--- src/rtl/rom_seq_pkg.sv ---
// Shared types and constants for the ROM message sequencer.
package rom_seq_pkg;

  localparam int ADDR_W_DEF = 7;
  localparam int NUM_REQ    = 2;

  typedef enum logic [2:0] {
    IDLE  = 3'd0,
    FETCH = 3'd1,
    CHECK = 3'd2,
    SEND  = 3'd3,
    DONE  = 3'd4
  } state_t;

endpackage

--- src/rtl/rr_arbiter2.sv ---
// Two-input round-robin arbiter. The pointer names the requester that wins
// a tie; it moves past whoever was granted, so back-to-back ties alternate.
module rr_arbiter2 (
  input  logic       clk,
  input  logic       rst,
  input  logic [1:0] req,
  input  logic       en,
  output logic [1:0] grant
);

  logic ptr;  // 0: requester 0 wins a tie, 1: requester 1 wins a tie

  // One-hot grant: a lone request wins outright, a tie goes to the pointer.
  always_comb begin
    grant = 2'b00;
    case (req)
      2'b01:   grant = 2'b01;
      2'b10:   grant = 2'b10;
      2'b11:   grant = ptr ? 2'b10 : 2'b01;
      default: grant = 2'b00;
    endcase
  end

  // Pointer moves to the other requester after every grant actually taken.
  always_ff @(posedge clk or posedge rst) begin
    if (rst)
      ptr <= 1'b0;
    else if (en && (grant != 2'b00))
      ptr <= grant[0];
  end

endmodule

--- src/rtl/rom_msg_sequencer.sv ---
// Shares one synchronous message ROM between two requesters and streams the
// selected NUL-terminated string to a valid/ready transmitter, one byte per
// FETCH -> CHECK -> SEND round trip.
module rom_msg_sequencer
  import rom_seq_pkg::*;
#(
  parameter int ADDR_W  = ADDR_W_DEF,
  parameter int MAX_LEN = 64
) (
  input  logic               i_clock,
  input  logic               i_reset,
  input  logic [NUM_REQ-1:0] i_req,
  input  logic [ADDR_W-1:0]  i_base0,
  input  logic [ADDR_W-1:0]  i_base1,
  output logic [NUM_REQ-1:0] o_grant,
  output logic [NUM_REQ-1:0] o_done,
  output logic               o_err,
  output logic               o_busy,
  output logic               o_rom_en,
  output logic [ADDR_W-1:0]  o_rom_addr,
  input  logic [7:0]         i_rom_data,
  output logic               o_tx_valid,
  output logic [7:0]         o_tx_data,
  input  logic               i_tx_ready
);

  localparam int CNT_W = $clog2(MAX_LEN + 1);
  localparam logic [CNT_W-1:0] CNT_MAX = CNT_W'(MAX_LEN);

  state_t               state, state_nxt;
  logic [ADDR_W-1:0]    addr;
  logic [CNT_W-1:0]     cnt;
  logic                 err_flag;
  logic [NUM_REQ-1:0]   arb_grant;
  logic                 at_limit;
  logic                 nul_byte;

  rr_arbiter2 u_arb (
    .clk   (i_clock),
    .rst   (i_reset),
    .req   (i_req),
    .en    (state == IDLE),
    .grant (arb_grant)
  );

  assign at_limit   = (cnt == CNT_MAX);
  assign nul_byte   = (i_rom_data == 8'd0);

  // Decoded outputs so an asynchronous reset clears them with the state.
  assign o_busy     = (state != IDLE);
  assign o_rom_en   = (state == FETCH);
  assign o_rom_addr = addr;
  assign o_tx_valid = (state == SEND);

  // State register.
  always_ff @(posedge i_clock or posedge i_reset) begin
    if (i_reset) state <= IDLE;
    else         state <= state_nxt;
  end

  // Next-state logic; request drops mid-message are deliberately ignored.
  always_comb begin
    state_nxt = state;
    case (state)
      IDLE:    if (i_req != '0) state_nxt = FETCH;
      FETCH:   state_nxt = CHECK;
      CHECK:   state_nxt = (nul_byte || at_limit) ? DONE : SEND;
      SEND:    if (i_tx_ready) state_nxt = FETCH;
      DONE:    state_nxt = IDLE;
      default: state_nxt = IDLE;
    endcase
  end

  // Address, count, captured byte and registered grant/done/err outputs.
  always_ff @(posedge i_clock or posedge i_reset) begin
    if (i_reset) begin
      addr      <= '0;
      cnt       <= '0;
      err_flag  <= 1'b0;
      o_grant   <= '0;
      o_done    <= '0;
      o_err     <= 1'b0;
      o_tx_data <= 8'd0;
    end else begin
      o_done <= '0;
      o_err  <= 1'b0;
      case (state)
        IDLE: if (i_req != '0) begin
          o_grant  <= arb_grant;
          addr     <= arb_grant[1] ? i_base1 : i_base0;
          cnt      <= '0;
          err_flag <= 1'b0;
        end
        CHECK: if (!nul_byte) begin
          if (at_limit) err_flag  <= 1'b1;
          else          o_tx_data <= i_rom_data;
        end
        // Count only advances after a send, which needs count < MAX_LEN.
        SEND: if (i_tx_ready) begin
          addr <= addr + ADDR_W'(1);
          cnt  <= cnt + CNT_W'(1);
        end
        DONE: begin
          o_done  <= o_grant;
          o_err   <= err_flag;
          o_grant <= '0;
        end
        default: ;
      endcase
    end
  end

endmodule

--- config.mk ---
export PLATFORM = sky130hd
export DESIGN_NAME = rom_msg_sequencer
export DESIGN_NICKNAME = d
export VERILOG_FILES = /design/src/rtl/rom_seq_pkg.sv /design/src/rtl/rr_arbiter2.sv /design/src/rtl/rom_msg_sequencer.sv
export SDC_FILE = /design/constraint.sdc
export NUM_CORES = 1
export LEC_CHECK = 0
export CAP_MARGIN = 40
export CORE_UTILIZATION = 35
export CTS_CLUSTER_DIAMETER = 40
export DETAILED_ROUTE_END_ITERATION = 8
export SLEW_MARGIN = 40
export SYNTH_ARGS = -nofsm -noshare
export SYNTH_HDL_FRONTEND = slang
export SYNTH_SLANG_ARGS = --single-unit
--- constraint.sdc ---
create_clock -name i_clock -period 2 [get_ports i_clock]
set_input_delay 0.2 -clock i_clock [delete_from_list [all_inputs] [get_ports i_clock]]
set_output_delay 0.2 -clock i_clock [all_outputs]
set_load 0.005 [all_outputs]
Yosys cells after proc, flatten, opt, wreduce, memory -nomap -nowiden
Index checks and enable logic that the tools add are counted.
{ "totals": {"reg_bits": 32, "word_cells": 61, "latch_bits": 0, "ram_bits": 0, "output_inout_bits": 23, "n_memories": 0, "romBits": 0} }
{ "op_classes": {"n_mul": 0, "bitwise_logic": 2, "order_cmp": 0, "n_addsub": 2, "n_div": 0, "eq_ne": 12, "mux": 21, "shifts": 0, "n_reduce_logical": 15} }
{ "ops": {"columns": ["op", "count"], "rows": [
  ["2-to-1 mux 7 bit", 5],
  ["one-hot mux 7 bit (2 select lines)", 2],
  ["adder 7 x 1 -> 7 bit (second input constant)", 2],
  ["one-hot mux 3 bit (4 select lines)", 1],
  ["nonzero test 2 bit", 5],
  ["2-to-1 mux 3 bit", 3],
  ["logical NOT 8 bit", 1],
  ["equality test 7 bit (second input constant)", 1],
  ["equality test 3 x 2 -> 1 bit (second input constant)", 2],
  ["2-to-1 mux 2 bit", 3],
  ["!= test 2 bit (second input constant)", 3],
  ["one-hot mux 2 bit (3 select lines)", 1],
  ["AND reduction 3 bit", 2],
  ["equality test 2 bit (second input constant)", 2],
  ["2-to-1 mux 1 bit", 4],
  ["one-hot mux 2 bit (2 select lines)", 1],
  ["AND reduction 2 bit", 2],
  ["AND reduction 4 bit", 1],
  ["equality test 3 x 1 -> 1 bit (second input constant)", 1],
  ["equality test 3 bit (second input constant)", 1],
  ["logical NOT 3 bit", 1],
  ["nonzero test 3 bit", 1],
  ["equality test 2 x 1 -> 1 bit (second input constant)", 1],
  ["!= test 2 x 1 -> 1 bit (second input constant)", 1],
  ["4 further kinds", 5]
]} }

Longest topological paths before layout
{ "logic_depth": {"word_depth": 5, "depth_mapped": 6} }

Modules after synthesis
A second synthesis with hierarchy kept.
{ "unflattened": {"cells_unflattened": 158, "hier_area_um2": 1650.3} }
{ "by_module_without_submodules": {"columns": ["module", "n_inst", "seq_area_each_um2", "area_per_inst_um2", "cells_each"], "rows": [
  ["rom_msg_sequencer", 1, 775.7, 1591.5, 151],
  ["rr_arbiter2", 1, 25.0, 58.8, 7]
]} }

Worst setup path after synthesis
OpenSTA, ideal clock, no wires.
{ "synth_timing": {"kind": "register to register", "startpoint": "register cnt[0]", "endpoint": "register o_tx_data[1]", "required_ns": 1.875, "arrival_ns": 1.516, "path_stages_with_launch": 7, "synth_period_minus_slack_ns": 1.641, "path_slack_ns": 0.359, "cell_sequence": "dfrtp_1 -> inv_1 -> ha_1 -> nor4b_1 -> nand3b_1 -> nand3_2 -> mux2_2"} }
{ "synth_between": {"elab_chain_cells": 3} }
{ "synth_rtl": {"columns": ["element", "line", "rtl"], "rows": [
  ["from (decl)", "rom_msg_sequencer.sv:32", "logic [CNT_W-1:0] cnt;"],
  ["from (signal assigned)", "rom_msg_sequencer.sv:101", "cnt <= cnt + CNT_W'(1);"],
  ["equality test 7 bit", "rom_msg_sequencer.sv:46", "assign at_limit = (cnt == CNT_MAX);"],
  ["NOT 1 bit (no line)", null, null],
  ["AND reduction 3 bit (no line)", null, null],
  ["to (signal assigned)", "rom_msg_sequencer.sv:96", "else o_tx_data <= i_rom_data;"],
  ["to (decl)", "rom_msg_sequencer.sv:23", "output logic [7:0] o_tx_data,"]
]} }
Every way passes these cells.
A chain may end at the register's enable or synchronous reset.

Final worst setup path
{ "layout_timing": {"startpoint": "register state[2]", "endpoint": "output o_tx_valid"} }
{ "layout_between": {"elab_chain_cells": 1} }
{ "layout_rtl": {"columns": ["element", "line", "rtl"], "rows": [
  ["from (decl)", "rom_msg_sequencer.sv:30", "state_t state, state_nxt;"],
  ["from (signal assigned)", "rom_msg_sequencer.sv:58", "else state <= state_nxt;"],
  ["equality test 3 x 2 -> 1 bit", "rom_msg_sequencer.sv:53", "assign o_tx_valid = (state == SEND);"],
  ["to (decl)", "rom_msg_sequencer.sv:22", "output logic o_tx_valid,"]
]} }
Every way passes these cells.

==> results.ini <==
[run_status]
status = completed

[timing]
relSlewSlack = 0.727
hold_violations = 0
setup_viol = 0
fmax_ghz = 0.535
period_minus_slack_ns = 1.87
whs_ns = 0.300
finalClockSkew_ns = 0.00584
rsz0062_at_grt = false
post-route-period-util = 0.935
worst_pin_slew_ns = 0.399
drv_slew = 0
fin_tns_setup_ns = 0

[die]
coreArea_um2 = 4500
num_rows = 24
initial_core_util = 0.377
die_x_um = 71.6
die_h_um = 71.6
pin_count = 50
dieArea_um2 = 5130

[clocking]
cts_sinks = 32
tritoncts = built
cts_max_level = 2
clk_path_buf_depth = 2
cts_resized = 0
cts_hold_buf = 0
cts_root_buf = clkbuf_8
post_cts_buffers = 0
path_clk_slew_ns = 0.07
numCtsBuffers = 5
insertion_delay_ns = 0.28

[grt]
grt_start_max_net_pins = 33
gr-total-overflow = 0
grt_pass1_vias = 1587
track_usage = 0.196
antenna_found_initial = 0
grt_pass1_wl_mm = 7.80

[critical_path]
critPathMaxFanout = 11
reg2regPathDepth = 6
path_class = reg2out
worst_ep_arrival_time_ns = 1.67
worstSetupEndpointType = output port
rrSetupSlack_ns = 0.15
r2r-start = cnt[0]
cp-start-kind = flip-flop
r2r_end = o_tx_data[1]
required_ns = 1.80

[logic_synthesis]
syn-num-nets = 207
yosys-top-cells-area = dfrtp_1 47%, o21ai_0 4.7%, mux2_2 4.6%
yosys_most_used_dff = dfrtp_1
netlist_area_um2 = 1700
yosysWarnings = 0
yosys.area.top_type = dfrtp_1
netlist_instances = 177
netlist.area_leader.share = 0.472
ys_seq_elements = 32
synth_edf_count = 0
async_flop_share = 1.00
ys_types = 42
yosysSeqAreaShare = 0.472
syn_area_per_cell_um2 = 9.59

[layout]
stdcell_area_um2 = 2430
final_common_cell = clkdlybuf4s50_1
utilization = 0.539
diodes = 0
drive_gt1_frac = 0.130
area_delta_synth_final_pct = 43.1
nets = 267
final_cell_mix = 49 x clkdlybuf4s50_1, 32 x dfrtp_1, 16 x nand2_1, 16 x o21ai_0, 13 x nand3_1

[drt]
vias_per_cell = 5.53
wire_per_inst_um = 15.7
ant_nets = 0
drc_errors = 0
drt_iter0_markers = 112
num_vias = 1604
dr.pass1.iters = 4
wl_mm = 4.54

[power_and_ir_drop]
ir_worst_vdd_v = 0.000595
leakagePower_nw = 1.03
power_density_nw_per_um2 = 1370

[placement]
placed_area_um2 = 2290
portBuffers = 49
dp.final_hpwl_mm = 3.35
place_congestion = 0.782

[run]
cap_violations = 0

[hold_path]
hp-class = in2async

area by class of cell:
class                      instances  area [um^2]
clock buffer                       7         96.3
tap                               52         65.1
multi-input combinational        130          830
sequential                        32          801
clock inverter                     1         30.0
fill                             410         2080
inverter                           7         26.3
timing repair buffer              61          581
worst max path at each step:
stage | startpoint | to | slack, ns
2_1_floorplan | cnt[0] | o_tx_data[1] | 0.36
3_3_place_gp | cnt[0] | o_tx_data[6] | 0.17
3_5_place_dp | i_req[1] | o_rom_addr[0] | 0.14
4_1_cts | state[2] | o_tx_valid | 0.06
5_1_grt | cnt[0] | o_tx_data[5] | 0.01
6_report | state[2] | o_tx_valid | 0.13
kinds of logic (layout without fill, tap and decap cells):
group,after synthesis,count (layout),share of synthesized area
xor gates and xnor gates,2,2,0.0103
AOI/OAI and AO/OA,50,50,0.195
adders and majority gates,3,3,0.0221
DFF,32,32,0.472
muxes,7,7,0.0465
and+or+nand+nor,68,68,0.215
buffers and inverters,15,76,0.0391
layer usage:
metal  part of all wire  up-vias  global-route usage  wire length (um)
met5                  0        -                   0                 0
li1                   -      775                   -                 -
met3              0.057        8              0.0422               257
met4              0.016        0              0.0675                72
met1               0.44      755               0.251              1990
met2               0.49       66               0.330              2220
Yosys cell counts (2+ instances only):
| cell type | instances |
|---|---|
| a21oi_1 | 6 |
| nor2_1 | 9 |
| nand3b_1 | 2 |
| ha_1 | 3 |
| nand3_1 | 13 |
| inv_1 | 6 |
| o22ai_1 | 2 |
| nand2_1 | 16 |
| and3_1 | 5 |
| clkbuf_1 | 5 |
| nor3_1 | 6 |
| a21boi_0 | 6 |
| o31ai_1 | 3 |
| a31oi_1 | 3 |
| dfrtp_1 | 32 |
| o21ai_0 | 16 |
| buf_2 | 2 |
| or4_1 | 3 |
| nand2b_1 | 2 |
| nor4_1 | 4 |
| a32o_1 | 2 |
| mux2_2 | 7 |
| a2bb2oi_1 | 5 |
where the power goes:
group | switching, mW | internal (mW) | total, mW
combinational | 0.630 | 0.858 | 1.49
sequential | 0.268 | 0.900 | 1.17
clock | 0.237 | 0.439 | 0.676
through the flow:
stage | cells | power [mW] | setup WS [ns]
CTS | 288 | 3.32 | 0.0640
global route | 290 | 3.60 | 0.0140
global placement | 280 | 2.58 | 0.168
detailed placement | 280 | 2.63 | 0.135
floorplan | 177 | 1.91 | 0.359
finish | 290 | 3.33 | 0.129
critical path, cell delays in order (launching register included):
cell	delay, ns
dfrtp_1	0.48
nand3b_1	0.31
inv_2	0.10
clkdlybuf4s50_1	0.49
state kept, by name, indices dropped and copies added (netlist names):
signal,count
u_arb.ptr,1
o_err,1
o_rom_addr,7
o_done,2
err_flag,1
state,3
cnt,7
o_grant,2
o_tx_data,8
Power figures use the tool's default switching activity.
==> edit, RTL diff (config.mk and constraints unchanged) <==
`MAX_LEN`: 64 -> 256.
--- a/src/rtl/rom_msg_sequencer.sv
+++ b/src/rtl/rom_msg_sequencer.sv
@@ -6,5 +6,5 @@
 #(
   parameter int ADDR_W  = ADDR_W_DEF,
-  parameter int MAX_LEN = 64
+  parameter int MAX_LEN = 256
 ) (
   input  logic               i_clock,
Behaviour: no difference found for any inputs over 10 cycles, from zero or initial values and one cycle with i_reset high; that may be too few to reach the edited logic, so the function may still have changed.
==> edit against the unedited design <==
- sequential share of layout area up 0.74 points
- final area is 3.9% higher
- sequential cell count increased by 2
- global-route usage is 1.4 points lower
- synthesized area is 6.7% higher
- via count grew 2.0%
- routed wire length is 5.1% lower
- power shrank 2.1%
- setup slack worse by 0.062 ns
- synthesized cell count is 4.0% higher
- final cell count rose by 7.2%
- fmax down 3.2%
- first-iteration DRC count fell by 34%
- critical path type unchanged
- critical endpoint is now o_rom_en
- highest routed layer unchanged
==> edit: results (changes against the unedited design) <==
Synth
  – Register area share after synthesis: 47.0% (-0.20 points)
  – Unique masters post-synth: 47 (+12%)
  – FFs w/ async S/R, synth: 100% (unchanged)
  – Ranking of synthesized cells by area: dfrtp_1 (47%), mux2_1 (4.4%), a21oi_1 (3.0%), o31ai_1 (2.9%), o21ai_0 (2.5%)
  – Yosys warns: 0 (unchanged)
  – Top cells by count, synth: dfrtp_1 (34), inv_1 (12), a21oi_1 (11), nand2_1 (11), o21ai_0 (9)
  – Synth Instances: 184 (+4.0%)
  – Syn nets: 214 (+3.4%)

Setup path
  – R2R cell count: 4 (-2)
  – CP peak stage delay: 0.57 ns (+0.08 ns)
  – Worst EP arrival: 1.73 ns (+0.06 ns)
  – Crit path max-delay family: buffers and inverters
  – Worst-path fanout max: 9 (-2)
  – Setup crit end: o_rom_en
  – Worst flop-to-flop path startpoint: state[1]
  – Critical Path End Type: output port
  – Critical Path Start: state[2]
  – Reg2reg end: o_tx_data[1]
  – Flop-to-flop setup slack: 0.17 ns (+0.02 ns)

Routing
  – Iteration count of the initial detailed-routing pass: 4 (unchanged)
  – Routed met3 length: 256 um (-0.39%)
  – Starting DRT DRC Count: 74 (-34%)
  – Met1 WL: 2090 um (+4.7%)
  – Met2 wire length: 1910 um (-14%)
  – DRC Markers: 0 (unchanged)
  – Antenna Nets Post-Route: 0 (unchanged)
  – Vias: 1,636 (+2.0%)
  – Routed WL per cell: 13.9 um (-11%)

GRT
  – Largest net degree at the start of global routing: 35 (+6.1%)
  – First-pass GRT wire length: 7450 um (-4.5%)
  – Initial antenna violation count: 0 (unchanged)
  – M1 GR Usage: 24.7% (-0.39 points)
  – Met2 usage: 27.8% (-5.2 points)
  – GR Util All Layers: 18.2% (-1.4 points)
  – GRT met3 Usage: 5.35% (+1.1 points)

Clocking
  – Clock Tree Buf Depth: 2 (unchanged)
  – Reg clk slew, reported paths: 0.06 ns
  – CTS root buf: clkbuf_8
  – Later-pin clock latency in the skew report: 0.29 ns
  – CTS Buf Count: 5 (unchanged)

Placed design
  – Number of port buffers: 49 (unchanged)
  – Placed cell areas: 2440 um^2 (+6.8%)
  – Routability Congestion: 0.784 (+0.24%)
  – Placed insts: 304 (+8.6%)
  – Post-DP HPWL: 3300 um (-1.6%)

Timing
  – Slew headroom: 71.1% (-1.6 points)
  – Clock Skew: 0.00527 ns (-0.000569 ns)

Finish
  – Layout cells sized above 1: 9.43% (-3.6 points)
  – Final Net Count: 274 (+2.6%)
  – Max reg flops: 9 (+1)
  – Final non-filler cell total: 311 (+7.2%)
  – N_diodes: 0 (unchanged)
  – Biggest register: cnt

Power and ir drop
  – P_sw: 1200 uW (+5.5%)
  – Max VDD drop: 585 uV (-1.7%)
  – Leakage: 0.00104 uW (+0.83%)

Die
  – Die area: 5460 um^2 (+6.5%)

Run status
  – Status: finished clean
-- edit: tightest hold or removal path, stage by stage --
cell and delay, ns:
clkdlybuf4s50_1 0.39, inv_1 0.05, buf_4 0.38
-- edit: final cells by class --
cell class / instances / area (um^2)
multi-input combinational: 130 / 887
tap: 67 / 83.8
clock buffer: 7 / 76.3
fill: 465 / 2320
inverter: 12 / 45.0
timing repair buffer: 61 / 581
sequential: 34 / 851
-- edit: worst min-delay path by stage --
stage | start | end | slack (ns) | cells past startpoint
finish | i_reset | cnt[5] | 0.31 | 3
floorplan | i_rom_data[0] | o_tx_data[0] | 0.33 | 1
CTS | i_reset | cnt[1] | 0.33 | 3
detailed placement | o_tx_data[2] | o_tx_data[2] | 0.48 | 1
global route | i_reset | cnt[3] | 0.37 | 3
global placement | o_tx_data[2] | o_tx_data[2] | 0.47 | 1
-- edit: power by group through the flow --
stage | clock network (uW) | registers [uW] | logic, uW
2_1_floorplan | 0 | 1150 | 883
3_3_place_gp | 0 | 1170 | 1620
3_5_place_dp | 0 | 1180 | 1640
4_1_cts | 492 | 1170 | 1640
5_1_grt | 516 | 1220 | 1800
6_report | 477 | 1170 | 1620
-- edit: metrics by stage --
stage                     total power [uW]  setup slack [ns]  util [%]
final                                 3260            0.0671      52.1
after global routing                  3530            0.0175      52.1
after CTS                             3300            0.0548      51.9
after detailed placement              2810            0.0779      50.4
after global placement                2790             0.113      50.4
after floorplan                       2030             0.272         -
-- edit: cells by family after synthesis --
group | after synthesis | synth area share, %
mux | 8 | 4.91
fa+ha+maj | 3 | 2.07
buf+inv | 20 | 4.28
flops | 34 | 47.0
compound gates | 55 | 22.0
simple gates | 64 | 19.7
-- edit: what timing repair did --
action	4_1_cts	5_1_grt
hold endpoints to repair	0	0
gates resized for setup	0	1
endpoints found under the setup margin	0	1
